--- src/rtl/uart_rx.sv ---
// 8N1 UART receiver with a two-flop input synchronizer and a valid/ready byte output.
// A byte that arrives while the previous one is still unaccepted is dropped and flagged with oOVR.
module uart_rx #(
  parameter int CLKS_PER_BIT = 434
) (
  input  logic       iCLK_50,
  input  logic       iRST_N,
  input  logic       iUART_RXD,
  input  logic       iREADY,
  output logic [7:0] oDATA,
  output logic       oVALID,
  output logic       oFERR,
  output logic       oOVR,
  output logic       oBUSY
);

  localparam int CNT_W = $clog2(CLKS_PER_BIT);

  localparam logic [CNT_W-1:0] HALF_BIT = CNT_W'(CLKS_PER_BIT / 2 - 1);
  localparam logic [CNT_W-1:0] FULL_BIT = CNT_W'(CLKS_PER_BIT - 1);
  localparam logic [CNT_W-1:0] CNT_ONE  = CNT_W'(1);

  localparam logic [2:0] IDLE      = 3'd0;
  localparam logic [2:0] START     = 3'd1;
  localparam logic [2:0] DATA      = 3'd2;
  localparam logic [2:0] STOP      = 3'd3;
  localparam logic [2:0] WAIT_IDLE = 3'd4;

  logic             rxMeta;
  logic             rxs;
  logic [2:0]       state;
  logic [CNT_W-1:0] bitCnt;
  logic [2:0]       bitIdx;
  logic [7:0]       shiftReg;

  // NOTE: the synchronizer resets to 1 (idle line) so reset release never looks like a start bit.
  always_ff @(posedge iCLK_50 or negedge iRST_N) begin
    if (!iRST_N) begin
      rxMeta <= 1'b1;
      rxs    <= 1'b1;
    end else begin
      rxMeta <= iUART_RXD;
      rxs    <= rxMeta;
    end
  end

  // NOTE: all state uses non-blocking assignments; later assignments in this block
  // deliberately override the defaults at its top (e.g. a delivery re-sets oVALID).
  always_ff @(posedge iCLK_50 or negedge iRST_N) begin
    if (!iRST_N) begin
      state    <= IDLE;
      bitCnt   <= '0;
      bitIdx   <= '0;
      shiftReg <= '0;
      oDATA    <= '0;
      oVALID   <= 1'b0;
      oFERR    <= 1'b0;
      oOVR     <= 1'b0;
    end else begin
      oFERR <= 1'b0;
      oOVR  <= 1'b0;
      if (oVALID && iREADY) begin
        oVALID <= 1'b0;
      end

      case (state)
        IDLE: begin
          if (!rxs) begin
            state  <= START;
            bitCnt <= '0;
          end
        end

        START: begin
          if (bitCnt == HALF_BIT) begin
            bitCnt <= '0;
            bitIdx <= '0;
            state  <= rxs ? IDLE : DATA;
          end else begin
            bitCnt <= bitCnt + CNT_ONE;
          end
        end

        DATA: begin
          if (bitCnt == FULL_BIT) begin
            shiftReg[bitIdx] <= rxs;
            bitCnt           <= '0;
            bitIdx           <= bitIdx + 3'd1;
            if (bitIdx == 3'd7) begin
              state <= STOP;
            end
          end else begin
            bitCnt <= bitCnt + CNT_ONE;
          end
        end

        STOP: begin
          if (bitCnt == FULL_BIT) begin
            bitCnt <= '0;
            if (rxs) begin
              state <= IDLE;
              // Held byte still pending and not taken this cycle: drop the new one.
              if (oVALID && !iREADY) begin
                oOVR <= 1'b1;
              end else begin
                oDATA  <= shiftReg;
                oVALID <= 1'b1;
              end
            end else begin
              oFERR <= 1'b1;
              state <= WAIT_IDLE;
            end
          end else begin
            bitCnt <= bitCnt + CNT_ONE;
          end
        end

        WAIT_IDLE: begin
          if (rxs) begin
            state <= IDLE;
          end
        end

        default: state <= IDLE;
      endcase
    end
  end

  assign oBUSY = (state != IDLE);

endmodule

--- config.mk ---
export PLATFORM = sky130hd
export DESIGN_NAME = uart_rx
export DESIGN_NICKNAME = d
export VERILOG_FILES = /design/src/rtl/uart_rx.sv
export SDC_FILE = /design/constraint.sdc
export NUM_CORES = 1
export LEC_CHECK = 0
export BUFFER_PORTS_ARGS = -buffer_cell sky130_fd_sc_hd__buf_2
export CAP_MARGIN = 20
export CORE_ASPECT_RATIO = 1.2
export CORE_UTILIZATION = 25
export DETAILED_ROUTE_END_ITERATION = 16
export HOLD_SLACK_MARGIN = 0.06
export PLACE_DENSITY = 0.46
export SYNTH_ARGS = -nofsm -noshare
export SYNTH_HDL_FRONTEND = slang
export SYNTH_SLANG_ARGS = --single-unit
export TNS_END_PERCENT = 100
--- constraint.sdc ---
create_clock -name iCLK_50 -period 2.1 [get_ports iCLK_50]
set_clock_uncertainty 0.05 [all_clocks]
set_input_delay 0.42 -clock iCLK_50 [delete_from_list [all_inputs] [get_ports iCLK_50]]
set_output_delay 0.42 -clock iCLK_50 [all_outputs]
set_load 0.02 [all_outputs]
==> flow_summary.json, run 1 <==
{
  "status": "completed",
  "grt_overflow": 0,
  "num_vias": 1316,
  "synth_top_cell_by_area": "dfrtp_1",
  "grt_pass1_wl_um": 6472,
  "dpl_cell_area_sq_um": 2053,
  "slew_headroom_pct": 69.07,
  "whs_ns": 0.1735,
  "clk_latency_ns": 0.29,
  "viasPerCell": 4.734,
  "die_y_um": 95.87,
  "numPortBuffers": 15,
  "synth_edf_count": 0,
  "yosysMostFrequentCell": "dfrtp_1",
  "synth_compound_area_share_pct": 12.27,
  "cts_made_buffers": 5,
  "synthArstFlopShare_pct": 100.0,
  "ys_seq_elements": 36,
  "synth.area.top_cells": "dfrtp_1 (46%), mux2_2 (8.6%), nand2_1 (3.5%)",
  "antenna_left": 0,
  "cts-root-buf": "clkbuf_8",
  "hp-class": "input port to flip-flop",
  "rsz0062_at_grt": "false",
  "grt_pass1_vias": 1315,
  "fin_crit_sh_pct": 92.73,
  "ir_drop_uv": 258.8,
  "post-route-drc-count": 0,
  "r2r.worst_path.cells": 6,
  "critPathLaunchType": "flip-flop",
  "min_period_ns": 1.947,
  "synth_flop_cell": "dfrtp_1",
  "core-area_sq_um": 6978,
  "synth_area_per_cell_sq_um": 11.06,
  "synth_adder_area_share_pct": 3.408,
  "min-delay-start": "iUART_RXD",
  "synth_nets": 175,
  "crit_path_end_kind": "flip-flop",
  "timing.rr.start": "bitCnt[1]$_DFFE_PN0P_",
  "grt_max_degree": 20,
  "whs_endpoint": "rxMeta$_DFF_PN1_",
  "initial_core_util_pct": 26.30,
  "power_mw": 1.222,
  "diodes": 0,
  "place_inst": 269,
  "syn_to_final_growth_pct": 17.18,
  "worstMarginPinSlew_ns": 0.4640,
  "fmax_mhz": 513.5,
  "synth_cells": 166,
  "die_w_um": 80.22,
  "pin_count": 16,
  "critPathMaxFanout": 12,
  "worstPathRequired_ns": 2.23,
  "crit_type": "flip-flop to flip-flop",
  "setup_viol": 0,
  "cap_viol_max_count": 0,
  "nets": 199,
  "muxShareOfSynthArea_pct": 10.63,
  "grtUsageTotal_pct": 11.15,
  "netlist_area_sq_um": 1836,
  "grt_antenna_before_repair": 0,
  "yosysSeqAreaShare_pct": 49.22,
  "synth_cell_type_count": 47,
  "r2r_slack_ns": 0.15,
  "finalMaxSlewViolations": 0,
  "powerDensity_nw_per_um2": 568.3,
  "die_area_sq_um": 7690,
  "layout-drive-gt1-share_pct": 30.37,
  "clock_path_buffers": 2,
  "cts_sinks": 36,
  "wl_um": 3856,
  "std_cell_rows": 33,
  "drtIter0Drc": 110,
  "clkTransAtPathRegs_ns": 0.07,
  "tns_ns": 0,
  "rr_endpoint": "shiftReg[2]$_DFFE_PN0P_",
  "place_congestion": 0.7329,
  "dp_hpwl_um": 2753,
  "worstPathArrival_ns": 2.07,
  "hold_path_depth": 1,
  "synth_simple_gate_area_share_pct": 20.72,
  "leakage_nw": 0.9924,
  "wl_per_cell_um": 13.87,
  "final_hold_viol_count": 0,
  "yosys_warnings": 0,
  "synth-xor-area-share_pct": 0,
  "final_area_sq_um": 2151,
  "synth_top_family_by_area": "simple AND/OR/NAND/NOR gates",
  "final_cell_count_no_fill": 278,
  "cts_max_level": 2,
  "synth_common_cells": "dfrtp_1 (34), nand2_1 (17), mux2_2 (14)",
  "drtPass1Iterations": 4,
  "synth_top_area_share_pct": 46.35,
  "cts_tree": "built"
}
==> cell families after synthesis <==
group                      count (synthesis)
and+or+nand+nor                           61
DFF                                       36
AOI/OAI and AO/OA                         34
muxes                                     17
buffers and inverters                     13
adders and majority gates                  5
==> worst max-delay path by stage <==
stage,slack (ns),depth (start not counted),to,start
after floorplan,0.32,7,shiftReg[0]$_DFFE_PN0P_,bitCnt[1]$_DFFE_PN0P_
after global placement,0.20,6,shiftReg[2]$_DFFE_PN0P_,bitCnt[1]$_DFFE_PN0P_
after detailed placement,0.17,6,shiftReg[2]$_DFFE_PN0P_,bitCnt[1]$_DFFE_PN0P_
after CTS,0.16,6,shiftReg[2]$_DFFE_PN0P_,bitCnt[1]$_DFFE_PN0P_
after global routing,0.06,6,shiftReg[2]$_DFFE_PN0P_,bitCnt[1]$_DFFE_PN0P_
final,0.15,6,shiftReg[2]$_DFFE_PN0P_,bitCnt[1]$_DFFE_PN0P_
==> power breakdown <==
| part | switching, mW | internal (mW) | leakage, nW | total (mW) |
|---|---|---|---|---|
| sequential | 0.000708 | 0.696 | 0.481 | 0.697 |
| combinational | 0.0195 | 0.00958 | 0.463 | 0.0291 |
| clock | 0.265 | 0.231 | 0.0479 | 0.496 |
==> per-layer routing <==
layer	part of all wire (%)	track usage (%)	vias to the layer above	wire length [um]
li1	-	-	657	-
met1	46	13.55	632	1782
met2	49	18.45	18	1898
met3	2.8	3.033	9	108
met4	1.7	4.911	0	67
met5	0	0	-	0
==> critical path: stages (launching register included) <==
cell      delay, ns
dfrtp_1        0.40
inv_1          0.10
ha_1           0.16
and4bb_1       0.23
and4b_4        0.33
and4bb_2       0.24
mux2_2         0.32
==> cells in the final DEF (no fill, tap or decap), types with 4 or more instances in the layout <==
cell type	instances
dfrtp_1	34
nand2_1	17
buf_4	9
clkbuf_8	5
mux2_2	14
nand3_1	4
inv_1	4
ha_1	5
o211ai_1	5
buf_2	15
nor3_1	7
nor2_1	6
o21ai_0	12
==> flip-flops by register name (all words and copies together), names as in the netlist <==
register and flops:
bitCnt 9, bitIdx 3, oDATA 8, oFERR 1, oOVR 1, oVALID 1, rxMeta 1, rxs 1
shiftReg 8, state 3
==> cell type report <==
cell class / instances / area (sq um)
Multi-Input combinational cell: 117 / 863.3
Fill cell: 741 / 4827
Inverter: 4 / 15.01
Clock buffer: 5 / 68.82
Timing Repair Buffer: 26 / 172.7
Tap cell: 87 / 108.9
Sequential cell: 36 / 903.4
Clock inverter: 3 / 18.77
==> what timing repair did <==
| action | in CTS | in global routing |
|---|---|---|
| buffers inserted | 0 | 0 |
| hold buffers | 1 | 0 |
| resized for setup | 0 | 0 |
| endpoints found under the hold margin | 17 | 0 |
| endpoints found under the setup margin | 0 | 0 |
==> through the flow <==
step / setup WS [ns] / utilization, %
floorplan: 0.3172 / -
global placement: 0.1960 / 29.42
detailed placement: 0.1738 / 29.42
CTS: 0.1582 / 30.82
global route: 0.06174 / 30.82
finish: 0.1526 / 30.82
No activity file was read; power rests on OpenSTA's default activity.
==> run 2, diff against run 1 <==
--- a/config.mk
+++ b/config.mk
@@ -8,10 +8,10 @@
 export BUFFER_PORTS_ARGS = -buffer_cell sky130_fd_sc_hd__buf_2
 export CAP_MARGIN = 20
 export CORE_ASPECT_RATIO = 1.2
-export CORE_UTILIZATION = 25
+export CORE_UTILIZATION = 35
 export DETAILED_ROUTE_END_ITERATION = 16
 export HOLD_SLACK_MARGIN = 0.06
-export PLACE_DENSITY = 0.46
+export PLACE_DENSITY = 0.58
 export SYNTH_ARGS = -nofsm -noshare
 export SYNTH_HDL_FRONTEND = slang
 export SYNTH_SLANG_ARGS = --single-unit
==> flow_summary.json, run 2 (synthesis gave the netlist of run 1 again) <==
{
  "critPathMaxStageDelay_ns": 0.40,
  "path_cells": "inv_1 -> ha_1 -> and4bb_1 -> and4b_4 -> and4bb_2 -> mux2_2",
  "status": "completed",
  "fin_ws_ns": 0.1589,
  "setup_viol": 0,
  "clock_path_buffers": 2,
  "drtIter0Drc": 62,
  "grt_antenna_before_repair": 0,
  "clk_latency_ns": 0.29,
  "multi_input_area_sq_um": 863.3,
  "antenna_left": 0,
  "die_w_um": 68.11,
  "fill_cells": 493,
  "grtUsageTotal_pct": 15.24,
  "fmax_mhz": 515.2,
  "num_vias": 1337,
  "slew_headroom_pct": 48.74,
  "pre_cts_slack_ns": 0.1860,
  "ir_drop_uv": 355.8,
  "crit_type": "flip-flop to flip-flop",
  "cts-root-buf": "clkbuf_8",
  "core-area_sq_um": 4975,
  "grt_overflow": 0,
  "reg.largest.list": "bitCnt (9), oDATA (8), shiftReg (8)",
  "grt_pass1_vias": 1361,
  "finalMaxSlewViolations": 0,
  "worstPathArrival_ns": 2.06,
  "final_area_sq_um": 2069,
  "final_core_util_pct": 41.60,
  "std_cell_rows": 28,
  "cts_hold_buf": 0,
  "viasPerCell": 5.480,
  "leakage_nw": 0.9628,
  "critPathMaxFanout": 12,
  "worstPathRequired_ns": 2.22,
  "rsz0062_at_grt": "false",
  "initial_core_util_pct": 36.90,
  "layout-drive-gt1-share_pct": 27.72,
  "register_area_sq_um": 903.4,
  "worst-path-buf-inv": 1,
  "final_common_cell": "dfrtp_1",
  "post-route-drc-count": 0,
  "tns_ns": 0,
  "powerDensity_nw_per_um2": 633.9,
  "clkTransAtPathRegs_ns": 0.07,
  "final_cell_mix": "dfrtp_1 (34), nand2_1 (17), buf_2 (15), mux2_2 (14), o21ai_0 (12)",
  "slowest_stage": "dfrtp_1",
  "cts_sinks": 36,
  "critPathLaunchType": "flip-flop",
  "cp_top_family": "simple AND/OR/NAND/NOR gates",
  "largest_reg_flops": 9,
  "numPortBuffers": 15,
  "wl_um": 3534,
  "hp-class": "input port to asynchronous set/reset pin",
  "post_cts_buffers": 0,
  "min_period_ns": 1.941,
  "cts_resized": 0,
  "grt_pass1_wl_um": 6258,
  "cts_made_buffers": 5,
  "die_area_sq_um": 5539,
  "largest_register": "bitCnt",
  "drtPass1Iterations": 4,
  "wl_per_cell_um": 14.48,
  "fin_crit_sh_pct": 92.43,
  "dp_hpwl_um": 2512,
  "diodes": 0,
  "place_congestion": 0.8407,
  "nets": 192,
  "pin_count": 16,
  "final_hold_viol_count": 0,
  "die_y_um": 81.33,
  "cts_tree": "built",
  "worstMarginPinSlew_ns": 0.7689,
  "dpl_cell_area_sq_um": 1962,
  "cap_viol_max_count": 0,
  "cts_max_level": 2,
  "power_mw": 1.312,
  "syn_to_final_growth_pct": 12.75,
  "grt_max_degree": 37,
  "crit_path_end_kind": "flip-flop"
}
[run 2: metal layers]
metal	wire, um	up-vias	track usage, %
li1	-	650	-
met1	1594	653	17.94
met2	1725	25	24.90
met3	118	9	4.354
met4	95	0	7.500
met5	0	-	0
[run 2: worst paths after layout]
path	start	endpoint	slack [ns]	depth (start not counted)
setup / recovery	bitCnt[1]$_DFFE_PN0P_	shiftReg[2]$_DFFE_PN0P_	0.16	6
hold / removal	iRST_N	oFERR$_DFF_PN0_	0.15	1
setup reg to reg	bitCnt[1]$_DFFE_PN0P_	shiftReg[2]$_DFFE_PN0P_	0.16	6
hold reg to reg	rxMeta$_DFF_PN1_	rxs$_DFF_PN1_	0.31	0
max in group asynchronous	iRST_N	bitCnt[0]$_DFFE_PN0P_	1.36	1
min in group iCLK_50	iUART_RXD	rxMeta$_DFF_PN1_	0.19	1
[run 2: through the flow]
stage / hold WS, ns / cells
floorplan: 0.07441 / 166
global placement: 0.2957 / 236
detailed placement: 0.3044 / 236
CTS: 0.1771 / 244
global route: 0.1736 / 244
finish: 0.1514 / 244
[run 2: report_power, final]
part	switching, mW	internal (mW)
sequential	0.000762	0.697
combinational	0.0175	0.00471
clock	0.240	0.352
[run 2: area by class of cell]
type	instances	area share (%)
multi-input cells	117	41.72
inverters	4	0.7255
well taps	60	3.628
clock inverters	2	1.693
flip-flops and latches	36	43.65
clock buffers	6	3.507
repair buffers	19	5.079
[run 2: worst register-to-register path: stages, from the launching register on]
cell and delay (ns):
dfrtp_1 0.40, inv_1 0.10, ha_1 0.16, and4bb_1 0.23, and4b_4 0.32, and4bb_2 0.25
mux2_2 0.32
==> run 3, diff against run 2 <==
--- a/config.mk
+++ b/config.mk
@@ -5,13 +5,14 @@
 export SDC_FILE = /design/constraint.sdc
 export NUM_CORES = 1
 export LEC_CHECK = 0
+export ABC_AREA = 1
 export BUFFER_PORTS_ARGS = -buffer_cell sky130_fd_sc_hd__buf_2
 export CAP_MARGIN = 20
 export CORE_ASPECT_RATIO = 1.2
 export CORE_UTILIZATION = 35
 export DETAILED_ROUTE_END_ITERATION = 16
 export HOLD_SLACK_MARGIN = 0.06
-export PLACE_DENSITY = 0.58
+export PLACE_DENSITY = 0.57
 export SYNTH_ARGS = -nofsm -noshare
 export SYNTH_HDL_FRONTEND = slang
 export SYNTH_SLANG_ARGS = --single-unit
==> flow_summary.json, run 3 <==
{
  "cts_max_level": 2,
  "crit_type": "flip-flop to primary output",
  "fin_crit_sh_pct": 80.71,
  "drtPass1Iterations": 6,
  "place_congestion": 0.7888,
  "internal_power_mw": 1.051,
  "tns_ns": 0,
  "final_common_cell": "nand2_1",
  "pin_count": 16,
  "critPathMaxStageDelay_ns": 0.44,
  "rsz0062_at_grt": "false",
  "grt_antenna_before_repair": 0,
  "die_w_um": 69.93,
  "worstPathArrival_ns": 1.22,
  "cts_tree": "built",
  "synth_common_cells": "nand2_1 (81), dfrtp_1 (34), inv_1 (30)",
  "min_period_ns": 1.695,
  "grt_pass1_wl_um": 6755,
  "reg.largest.list": "bitCnt (9), oDATA (8), shiftReg (8)",
  "clkTransAtPathRegs_ns": 0.08,
  "initial_core_util_pct": 36.58,
  "synth_edf_count": 0,
  "powerDensity_nw_per_um2": 605.7,
  "fill_cells": 553,
  "grt_overflow": 0,
  "yosys_warnings": 0,
  "cts_resized": 0,
  "dpl_cell_area_sq_um": 2093,
  "crit_path_end_kind": "primary output",
  "drtIter0Drc": 79,
  "slew_headroom_pct": 70.11,
  "numPortBuffers": 15,
  "grtUsageTotal_pct": 14.69,
  "post-route-drc-count": 0,
  "synth_area_per_cell_sq_um": 7.943,
  "final_cell_mix": "nand2_1 (81), dfrtp_1 (34), inv_1 (30), nor2_1 (24), nand3_1 (17)",
  "ys_seq_elements": 36,
  "synth_top_area_share_pct": 43.90,
  "cts-root-buf": "clkbuf_8",
  "viasPerCell": 4.629,
  "ir_drop_uv": 224.1,
  "switching_share_pct": 21.26,
  "yosysMostFrequentCell": "nand2_1",
  "leakage_nw": 1.135,
  "clock_power_share_pct": 46.1,
  "std_cell_rows": 29,
  "fmax_mhz": 590.0,
  "synth_cells": 244,
  "final_hold_viol_count": 0,
  "worstMarginPinSlew_ns": 0.4483,
  "syn_to_final_growth_pct": 13.75,
  "wl_per_cell_um": 11.38,
  "cts_sinks": 36,
  "cp_top_family": "flip-flops",
  "antenna_left": 0,
  "synth_nets": 253,
  "final_area_sq_um": 2205,
  "die_area_sq_um": 5840,
  "path_cells": "nor2_2 -> nand2_1 -> buf_2",
  "synthArstFlopShare_pct": 100.0,
  "grt_max_degree": 37,
  "diodes": 0,
  "worstPathRequired_ns": 1.63,
  "synth.area.top_cells": "dfrtp_1 (44%), nand2_1 (16%), inv_1 (5.8%)",
  "timing.rr.start": "rxs$_DFF_PN1_",
  "num_vias": 1523,
  "status": "completed",
  "clock_path_buffers": 2,
  "cts_hold_buf": 0,
  "grt_pass1_vias": 1504,
  "synth_flop_cell": "dfrtp_1",
  "core-area_sq_um": 5298,
  "cts_made_buffers": 5,
  "critPathLaunchType": "flip-flop",
  "clk_latency_ns": 0.30,
  "cap_viol_max_count": 0,
  "hp-class": "input port to asynchronous set/reset pin",
  "netlist_area_sq_um": 1938,
  "nets": 275,
  "layout-drive-gt1-share_pct": 18.35,
  "yosysSeqAreaShare_pct": 46.61,
  "finalMaxSlewViolations": 0,
  "slowest_stage": "dfrtp_1",
  "synth_cell_type_count": 26,
  "largest_register": "bitCnt",
  "setup_viol": 0,
  "switchingPower_mw": 0.2840,
  "seq_power_share_pct": 52.4,
  "largest_reg_flops": 9,
  "critPathMaxFanout": 5,
  "worst-path-buf-inv": 1,
  "wl_um": 3744,
  "synth_top_cell_by_area": "dfrtp_1",
  "dp_hpwl_um": 2824,
  "post_cts_buffers": 0,
  "combPwrFrac_pct": 1.5,
  "critPathLaunch": "state[0]$_DFFE_PN0P_",
  "die_y_um": 83.52
}
==> run 3: power by group through the flow <==
stage / registers (mW) / clock network, mW / logic [mW]
6_report: 0.700 / 0.615 / 0.0201
4_1_cts: 0.700 / 0.632 / 0.0217
3_5_place_dp: 0.713 / 0 / 0.0216
2_1_floorplan: 0.710 / 0 / 0.00574
3_3_place_gp: 0.714 / 0 / 0.0220
5_1_grt: 0.700 / 0.672 / 0.0244
==> run 3: per-layer routing <==
layer	global-route usage (%)	vias to the layer above	routed length, um
met2	24.56	21	1815
met4	6.545	0	77
met3	3.623	6	109
met5	0	-	0
met1	17.73	692	1741
li1	-	804	-
==> run 3: kinds of logic (layout without fill, tap and decap cells) <==
| kind of cell | count (synthesis) | count (layout) | synth area share, % |
|---|---|---|---|
| AOI/OAI and AO/OA | 15 | 15 | 5.035 |
| xor gates and xnor gates | 3 | 3 | 1.356 |
| adders and majority gates | 5 | 5 | 3.228 |
| buffers and inverters | 34 | 57 | 6.779 |
| DFF | 36 | 36 | 46.61 |
| and+or+nand+nor | 151 | 151 | 36.99 |
==> run 3: layout make-up <==
class,instances,area (sq um),share of cell area [%]
flip-flops and latches,36,903.4,40.98
multi-input cells,174,903.4,40.98
repair buffers,16,82.58,3.746
clock buffers,5,68.82,3.121
inverters,33,126.4,5.732
well taps,62,77.57,3.519
clock inverters,3,42.54,1.930
==> run 3: through the flow <==
step                      power (mW)  utilization [%]  cells  hold WS, ns  worst slack (ns)
final                          1.335            41.62    329       0.1058            0.4051
after CTS                      1.353            41.62    329       0.1200            0.3799
after floorplan               0.7159                -    244      0.07441            0.5889
after detailed placement      0.7351            39.51    321       0.3066            0.4595
after global placement        0.7357            39.51    321       0.3105            0.4712
after global routing           1.396            41.62    329       0.1477            0.2566
==> run 3: path summary, 6_finish.rpt <==
path	endpoint	slack [ns]	cells after the start
worst max-delay path	oBUSY	0.41	3
worst min-delay path	oDATA[5]$_DFFE_PN0P_	0.11	2
worst max register to register	oDATA[1]$_DFFE_PN0P_	0.47	7
worst min register to register	rxs$_DFF_PN1_	0.32	0
max in group asynchronous	rxMeta$_DFF_PN1_	1.56	2
min in group iCLK_50	rxMeta$_DFF_PN1_	0.17	1
==> run 3: worst register-to-register path, cell delays in order, from the launching register on <==
cell and delay [ns]:
dfstp_2 0.66, inv_1 0.19, nor2_4 0.16, nand3_4 0.11
nor2_8 0.17, inv_4 0.08, nand2_1 0.06, nand2_1 0.04
